<file path="src/rtl/mac_frame_accum.sv">
// mac_frame_accum
//   Sums fixed-length frames of N_SAMPLES valid MAC results and tracks the
//   per-frame maximum. Each finished frame is presented on a valid/ready
//   output register. Input is never back-pressured; a frame that completes
//   while an unread frame is still held is dropped and flagged as overrun.
//
// Ports
//   clock      : single clock, rising edge
//   reset      : synchronous, active-high
//   in_data    : unsigned MAC result
//   in_valid   : in_data qualifies this cycle
//   clear      : flush the partial frame (output register untouched)
//   sum_out    : frame sum, held while sum_valid
//   max_out    : frame maximum, held while sum_valid
//   sum_valid  : output register holds an unread frame
//   sum_ready  : consumer accepts on sum_valid && sum_ready
//   busy       : partial frame in progress
//   overrun    : sticky, a completed frame was lost (cleared by reset only)
//   sat        : sum_out was saturated for the presented frame
module mac_frame_accum #(
    parameter int DATA_W    = 16,
    parameter int N_SAMPLES = 4,
    parameter int ACC_W     = 18,
    parameter int CNT_W     = 3
) (
    input  logic              clock,
    input  logic              reset,
    input  logic [DATA_W-1:0] in_data,
    input  logic              in_valid,
    input  logic              clear,
    output logic [ACC_W-1:0]  sum_out,
    output logic [DATA_W-1:0] max_out,
    output logic              sum_valid,
    input  logic              sum_ready,
    output logic              busy,
    output logic              overrun,
    output logic              sat
);

    localparam int               SUM_W = ACC_W + 1;
    localparam logic [CNT_W-1:0] LAST  = CNT_W'(N_SAMPLES - 1);

    typedef enum logic {IDLE, ACC} stateType;

    stateType          state, stateNext;
    logic [CNT_W-1:0]  count, countNext;
    logic [ACC_W-1:0]  acc, accNext;
    logic [DATA_W-1:0] maxVal, maxNext;
    logic              accSat, accSatNext;
    logic              frameDone;

    // Saturating add and running maximum, shared by the accumulate step and
    // the final (completing) sample.
    logic [SUM_W-1:0]  sumExt;
    logic              addOvf;
    logic [ACC_W-1:0]  sumAdd;
    logic [DATA_W-1:0] largerMax;

    assign sumExt    = {1'b0, acc} + SUM_W'(in_data);
    assign addOvf    = sumExt[ACC_W];
    assign sumAdd    = addOvf ? '1 : sumExt[ACC_W-1:0];
    assign largerMax = (in_data > maxVal) ? in_data : maxVal;

    always_comb begin
        stateNext  = state;
        countNext  = count;
        accNext    = acc;
        maxNext    = maxVal;
        accSatNext = accSat;
        frameDone  = 1'b0;
        if (clear) begin
            // clear wins over a coincident valid sample, which is dropped
            stateNext  = IDLE;
            countNext  = '0;
            accNext    = '0;
            maxNext    = '0;
            accSatNext = 1'b0;
        end else if (in_valid) begin
            case (state)
                IDLE: begin
                    stateNext  = ACC;
                    accNext    = ACC_W'(in_data);
                    maxNext    = in_data;
                    countNext  = CNT_W'(1);
                    accSatNext = 1'b0;
                end
                ACC: begin
                    if (count == LAST) begin
                        frameDone  = 1'b1;
                        stateNext  = IDLE;
                        countNext  = '0;
                        accNext    = '0;
                        maxNext    = '0;
                        accSatNext = 1'b0;
                    end else begin
                        accNext    = sumAdd;
                        maxNext    = largerMax;
                        accSatNext = accSat | addOvf;
                        countNext  = count + CNT_W'(1);
                    end
                end
                default: stateNext = IDLE;
            endcase
        end
    end

    always_ff @(posedge clock) begin
        if (reset) begin
            state     <= IDLE;
            count     <= '0;
            acc       <= '0;
            maxVal    <= '0;
            accSat    <= 1'b0;
            sum_out   <= '0;
            max_out   <= '0;
            sum_valid <= 1'b0;
            busy      <= 1'b0;
            overrun   <= 1'b0;
            sat       <= 1'b0;
        end else begin
            state  <= stateNext;
            count  <= countNext;
            acc    <= accNext;
            maxVal <= maxNext;
            accSat <= accSatNext;
            busy   <= (stateNext == ACC);
            if (frameDone) begin
                // A coincident accept frees the register for the new frame.
                if (!sum_valid || sum_ready) begin
                    sum_out   <= sumAdd;
                    max_out   <= largerMax;
                    sat       <= accSat | addOvf;
                    sum_valid <= 1'b1;
                end else begin
                    overrun <= 1'b1;
                end
            end else if (sum_valid && sum_ready) begin
                sum_valid <= 1'b0;
            end
        end
    end

endmodule
</file>
<file path="config.mk">
export PLATFORM = sky130hd
export DESIGN_NAME = mac_frame_accum
export DESIGN_NICKNAME = d
export VERILOG_FILES = /design/src/rtl/mac_frame_accum.sv
export SDC_FILE = /design/constraint.sdc
export NUM_CORES = 1
export LEC_CHECK = 0
export CELL_PAD_IN_SITES_DETAIL_PLACEMENT = 2
export CELL_PAD_IN_SITES_GLOBAL_PLACEMENT = 2
export CORE_MARGIN = 3
export CORE_UTILIZATION = 33
export DETAILED_ROUTE_END_ITERATION = 10
export PLACE_DENSITY_LB_ADDON = 0.05
export SETUP_SLACK_MARGIN = 0.4
export SKIP_CTS_REPAIR_TIMING = 1
export SLEW_MARGIN = 20
export SYNTH_ARGS = -nofsm -noshare
export SYNTH_HDL_FRONTEND = slang
export SYNTH_SLANG_ARGS = --single-unit
</file>
<file path="constraint.sdc">
create_clock -name clock -period 2.8 [get_ports clock]
set_input_delay 0.56 -clock clock [delete_from_list [all_inputs] [get_ports clock]]
set_output_delay 0.56 -clock clock [all_outputs]
set_load 0.01 [all_outputs]
</file>
==> reports/results.tsv, run 1 <==
stage	metric	value	unit
outcome	status	complete, no violations	
detailed_routing	vias post-DR	4174	
global_routing	largest net degree at the start of global routing	39	
clock_network	CTS tree	yes	
worst_setup_path	crit-path cells	dlymetal6s2s_1 > ha_4 > nand3_1 > o221a_4 > or4_4 > a41oi_4 > buf_6 > nor2_4 > a211oi_1	
timing	fmax	398.6	MHz
power_and_ir_drop	clock share of power	39.5	%
placement	Placed Cells	730	
detailed_routing	top sig layer	met4	
worst_setup_path	Largest delay share family, worst path	compound AO/OA/AOI/OAI gates	
global_routing	GRT overflow	0	
global_routing	antenna violations before repair	0	
placement	gpl congestion	0.8672	
final_layout	final cell count without fillers	754	
synthesis	Mapped Area	4123	sq um
die	I/O Pins	59	
die	die footprint	13870	sq um
synthesis	Seq/Total Area, Yosys	36.90	%
detailed_routing	Pre-Repair DR Iteration Count	4	
timing	final hold viol count	0	
clock_network	CTS Buf Count	9	
synthesis	Ys Warns	0	
die	DIE WIDTH	117.8	microns
worst_setup_path	CP arrival	2.77	ns
power_and_ir_drop	Net Sw Power	834.7	uW
detailed_routing	Vias/cell	5.536	
power_and_ir_drop	Net Sw Frac	29.25	%
placement	Port Buffers	58	
power_and_ir_drop	Peak VDD IR	0.0002428	V
power_and_ir_drop	LEAKAGE	0.002318	uW
detailed_routing	met2 WL	8935	microns
synthesis	post-synthesis cell type count	43	
power_and_ir_drop	internal cell power	2019	uW
power_and_ir_drop	Logic pwr share	21.2	%
detailed_routing	DRC errors left	0	
clock_network	buffer depth of the longest clock path	2	
worst_setup_path	CP Launch Type	primary input	
final_layout	antenna cells	0	
final_layout	most frequent cells in the layout	dfxtp_1 (74), buf_4 (66), nor2_1 (52)	
worst_setup_path	CP peak stage delay	0.50	ns
global_routing	gr usage total	21.87	%
clock_network	clock latency on the worst-skew pair	0.35	ns
die	core area	12110	sq um
synthesis	Synth area leaders	dfxtp_1 (37%), ha_1 (10%), a211oi_1 (7.1%)	
detailed_routing	post-route antenna net violation count	0	
timing	Setup violations, final	0	
timing	RSZ-0062 raised after global routing	yes	
clock_network	clock sinks	76	
power_and_ir_drop	P per Cell Area	459.6	nW/um^2
power_and_ir_drop	Design Power	2854	uW
die	Initial Util	34.04	%
synthesis	Yosys top cell area share	36.90	%
synthesis	post-synthesis register bit count	76	
synthesis	area leader, netlist	dfxtp_1	
synthesis	Post-Synthesis Cells	476	
timing	Tmin final	2.509	ns
clock_network	CTS H-tree lvls	3	
timing	hold slack	0.4993	ns
synthesis	Mapped Avg Cell Area	8.661	sq um
placement	DP Wirelength	10450	microns
detailed_routing	drt wl/cell	22.31	microns
final_layout	Fillers	1251	
worst_setup_path	critical path type	primary input to flop	
global_routing	vias in the first global route	4555	
power_and_ir_drop	power share of the sequential group	39.3	%
worst_setup_path	Max Fanout on Critical Path	5	
die	# rows	40	
final_layout	Area Overhead vs Synth	50.59	%
min_path	Hold Crit Class	flop to flop	
timing	slew margin rel.	64.44	%
worst_setup_path	Critical path buffers and inverters	2	
synthesis	Post-Syn Nets	531	
final_layout	most common cell after layout, fill and taps aside	dfxtp_1	
flow_run	Max Cap Violations	0	
worst_setup_path	critical path required time	3.06	ns
worst_setup_path	CP max stage cell	or4_4	
detailed_routing	routed wire length	16820	microns
timing	Final Max Tran Viols	0	
timing	Final Cycle Share	89.60	%
final_layout	share of cells above drive strength 1	30.20	%
detailed_routing	M1 WL	7308	microns
die	Die Y	117.8	microns
timing	Final Skew	0.007547	ns
worst_setup_path	Critical Path End Type	flop	
detailed_routing	1st-iter DRT viols	248	
detailed_routing	Met3 Routed Length	277	microns
timing	worst slew pin tran	0.5333	ns
final_layout	Layout Nets	637	
clock_network	CTS root buf	clkbuf_16	
global_routing	global-route wire length before repair	24440	microns
clock_network	clock-pin slew on the worst setup and hold paths	0.06	ns
==> worst reg2reg max path, stage by stage (launching register included) <==
cell      delay, ns
dfxtp_2        0.35
ha_4           0.15
fa_2           0.21
a21oi_2        0.07
o221a_4        0.30
or4_4          0.50
a41oi_4        0.35
buf_6          0.22
nor2_4         0.06
a211oi_1       0.21
==> layout make-up <==
type | instances | area, sq um | share of cell area (%)
Multi-Input combinational cell | 344 | 2959 | 47.66
Tap cell | 168 | 210.2 | 3.386
Inverter | 22 | 82.58 | 1.330
Sequential cell | 76 | 1524 | 24.55
Clock buffer | 13 | 260.3 | 4.192
Timing Repair Buffer | 129 | 1162 | 18.72
Clock inverter | 2 | 10.01 | 0.1612
==> path summary, 6_finish.rpt <==
path                            startpoint          to  slack [ns]  cells after the start
worst min register to register  max_out[3]  max_out[3]        0.50                      2
worst min-delay path            max_out[3]  max_out[3]        0.50                      2
worst max register to register      acc[0]  sum_out[5]        0.30                      9
worst max-delay path            in_data[4]  sum_out[5]        0.29                      9
==> Yosys cell counts (all sizes together) <==
cell / number
dfxtp: 76
nor2: 66
a211oi: 39
a22oi: 33
ha: 33
o22ai: 33
a21oi: 28
clkbuf: 28
inv: 22
mux2i: 17
o21ai: 13
xnor2: 11
nand2: 9
a21o: 8
nand4: 7
buf: 6
nand3: 6
o211ai: 6
nor2b: 5
xor2: 5
nor3: 4
and2: 3
a41oi: 2
o21ba: 2
a21boi: 1
a31oi: 1
and4b: 1
fa: 1
nand2b: 1
nand4b: 1
nor3b: 1
nor4: 1
o21a: 1
o221a: 1
o311ai: 1
o31ai: 1
or2: 1
or4: 1
==> kinds of logic after synthesis <==
group,Yosys count,synth area share (%)
xor gates and xnor gates,16,3.399
buffers and inverters,56,5.341
DFF,76,36.90
muxes,17,4.127
and+or+nand+nor,107,11.81
adders and majority gates,34,10.50
AOI/OAI and AO/OA,170,27.92
==> power groups by stage <==
stage / sequential [uW] / combinational [uW] / clock [uW]
detailed placement: 1140 / 481 / 0
finish: 1120 / 605 / 1130
global route: 1120 / 653 / 1190
global placement: 1140 / 462 / 0
CTS: 1120 / 489 / 1140
floorplan: 1140 / 265 / 0
==> sequential cells by signal, summed over array words and instances (netlist names) <==
signal	count
maxVal	16
acc	18
sat	1
count	3
state	1
sum_valid	1
max_out	16
sum_out	18
overrun	1
accSat	1
==> metal layers <==
| layer | vias to the layer above | track usage [%] |
|---|---|---|
| li1 | 1981 | - |
| met1 | 2123 | 27.56 |
| met2 | 48 | 38.88 |
| met3 | 22 | 2.835 |
| met4 | 0 | 6.593 |
| met5 | - | 0 |
==> stage by stage <==
| step | cell area [sq um] | setup slack [ns] | setup TNS [ns] | utilization, % |
|---|---|---|---|---|
| floorplan | 4194 | 0.2858 | 0 | - |
| global placement | 5326 | -0.4844 | -24.10 | 43.98 |
| detailed placement | 5326 | -0.5651 | -29.57 | 43.98 |
| CTS | 5597 | -0.2174 | -5.540 | 46.21 |
| global route | 6208 | 0.1832 | 0 | 51.26 |
| finish | 6208 | 0.2912 | 0 | 51.26 |
No activity file was read; power rests on OpenSTA's default activity.
==> run 2: changes to the inputs <==
PLACE_DENSITY = 0.82   (was default)
PLACE_DENSITY_LB_ADDON = default   (was 0.05)
==> run 2 against run 1 <==
  * Critical path depth fell by 1
  * Clock power grew 6%
  * Global-route usage increased by 3.6 points
  * Clock skew increased by 0.0044 ns
  * Die area did not move
  * Register-to-register slack lost 0.24 ns
  * Largest cell class unchanged
==> reports/results.tsv, run 2 (synthesized netlist as in run 1, its figures left out) <==
stage	metric	value	unit	change
detailed_routing	drt wl/cell	31.29	microns	+40%
global_routing	gr usage total	25.44	%	+3.6 points
clock_network	clock-pin slew on the worst setup and hold paths	0.07	ns	about the same
timing	slew margin rel.	59.79	%	-4.7 points
placement	gpl congestion	0.9011		+3.9%
worst_setup_path	Critical Path End Type	flop		
worst_setup_path	CP arrival	2.96	ns	+0.19 ns
final_layout	Largest regs	acc: 18 flops, sum_out: 18 flops		
detailed_routing	1st-iter DRT viols	413		+67%
clock_network	CTS Buf Count	9		unchanged
power_and_ir_drop	Peak VDD IR	0.0003307	V	+36%
clock_network	clock sinks	76		unchanged
worst_setup_path	Worst Reg2Reg Path Length in Cells	8		-1
die	die footprint	13870	sq um	unchanged
worst_setup_path	CP Depth	8		-1
detailed_routing	routed wire length	23780	microns	+41%
detailed_routing	vias post-DR	4732		+13%
timing	final hold viol count	0		unchanged
die	DIE WIDTH	117.8	microns	unchanged
worst_setup_path	most frequent CP cell	o211ai_1		
clock_network	clock latency on the worst-skew pair	0.37	ns	+0.02 ns
final_layout	Layout Nets	642		+0.78%
final_layout	share of cells above drive strength 1	34.97	%	+4.8 points
final_layout	most common cell after layout, fill and taps aside	dfxtp_1		
die	core area	12110	sq um	unchanged
clock_network	CTS H-tree lvls	3		unchanged
global_routing	antenna violations before repair	0		unchanged
final_layout	final cell count without fillers	760		+0.80%
placement	Placed Cells	730		unchanged
timing	hold slack	0.5103	ns	+0.01106 ns
placement	DP Wirelength	11850	microns	+13%
worst_setup_path	critical path type	flop to flop		
placement	Port Buffers	58		unchanged
clock_network	buffer depth of the longest clock path	2		unchanged
worst_setup_path	CP max stage cell	o211ai_1		
timing	Final Cycle Share	97.94	%	+8.3 points
worst_setup_path	critical path required time	3.01	ns	-0.05 ns
worst_setup_path	CP Launch Type	flop		
clock_network	CTS tree	yes		
timing	worst slew pin tran	0.6032	ns	+0.06981 ns
timing	setup TNS	0	ns	unchanged
power_and_ir_drop	LEAKAGE	0.002328	uW	+0.40%
die	Die Y	117.8	microns	unchanged
die	Initial Util	34.04	%	unchanged
worst_setup_path	Max Fanout on Critical Path	4		-1
power_and_ir_drop	P per Cell Area	475.6	nW/um^2	+3.5%
detailed_routing	Pre-Repair DR Iteration Count	5		+1
detailed_routing	DRC errors left	0		unchanged
die	I/O Pins	59		unchanged
worst_setup_path	Largest delay share family, worst path	compound AO/OA/AOI/OAI gates		
timing	Final Max Tran Viols	0		unchanged
global_routing	largest net degree at the start of global routing	39		unchanged
worst_setup_path	crit-path cells	ha_4 > o211ai_1 > o211ai_1 > a41oi_2 > o21ai_2 > mux2i_2 > xor2_1 > a211oi_2		
global_routing	vias in the first global route	4955		+8.8%
min_path	Hold Path Stages	1		-1
clock_network	CTS root buf	clkbuf_16		
timing	Setup violations, final	0		unchanged
final_layout	most frequent cells in the layout	dfxtp_1 (70), buf_4 (60), nor2_1 (57)		
detailed_routing	post-route antenna net violation count	0		unchanged
timing	fmax	364.6	MHz	-8.5%
worst_setup_path	CP peak stage delay	0.49	ns	about the same
flow_run	Max Cap Violations	0		unchanged
final_layout	Area Overhead vs Synth	54.63	%	
power_and_ir_drop	Design Power	3032	uW	+6.3%
global_routing	global-route wire length before repair	27840	microns	+14%
final_layout	post-route cell area	6375	sq um	+2.7%
min_path	Hold Crit Class	flop to flop		
placement	Placed Area	5331	sq um	about the same
final_layout	antenna cells	0		unchanged
outcome	status	complete, no violations		
timing	Tmin final	2.742	ns	+0.2336 ns
global_routing	GRT overflow	0		unchanged
timing	RSZ-0062 raised after global routing	yes		
timing	Final Skew	0.01196	ns	+0.004417 ns
worst_setup_path	Critical path buffers and inverters	0		-2
die	# rows	40		unchanged
detailed_routing	Vias/cell	6.226		+12%
[run 2: cell types whose count changed in the layout (fill, tap and decap cells not counted), sizes merged]
cell,previous run,this run
buf,72,77
clkbuf,15,20
clkinv,2,4
dlymetal6s2s,13,7
[run 2: layer usage]
| layer | part of all wire, % | up-vias | GRT usage (%) |
|---|---|---|---|
| li1 | - | 1992 | - |
| met1 | 40 | 2441 | 28.80 |
| met2 | 51 | 224 | 46.25 |
| met3 | 5.1 | 75 | 4.037 |
| met4 | 4.2 | 0 | 12.45 |
| met5 | 0 | - | 0 |
[run 2: worst paths after layout]
| check | from | endpoint | slack [ns] |
|---|---|---|---|
| worst max-delay path | acc[2] | sum_out[17] | 0.06 |
| worst max register to register | acc[2] | sum_out[17] | 0.06 |
| worst min-delay path | overrun | overrun | 0.51 |
| worst min register to register | overrun | overrun | 0.51 |
[run 2: where the power goes]
part,leakage [uW],internal [uW],switching (uW)
Clock,0.000142,648,551
Sequential,0.000618,1100,25.1
Combinational,0.00157,304,404
Total,0.00233,2050,979
[run 2: stage by stage]
step | utilization (%) | worst slack [ns]
after floorplan | - | 0.2858
after global placement | 44.02 | -0.4033
after detailed placement | 44.02 | -0.6977
after CTS | 46.33 | -0.4037
after global routing | 52.63 | 0.05940
final | 52.63 | 0.05761
[run 2: area by class of cell]
type / instances / area [sq um]
clock buffers: 12 / 256.5
repair buffers: 134 / 1200
flip-flops and latches: 76 / 1529
inverters: 22 / 82.58
well taps: 168 / 210.2
clock inverters: 4 / 23.77
multi-input cells: 344 / 3073
fillers: 1234 / 5737
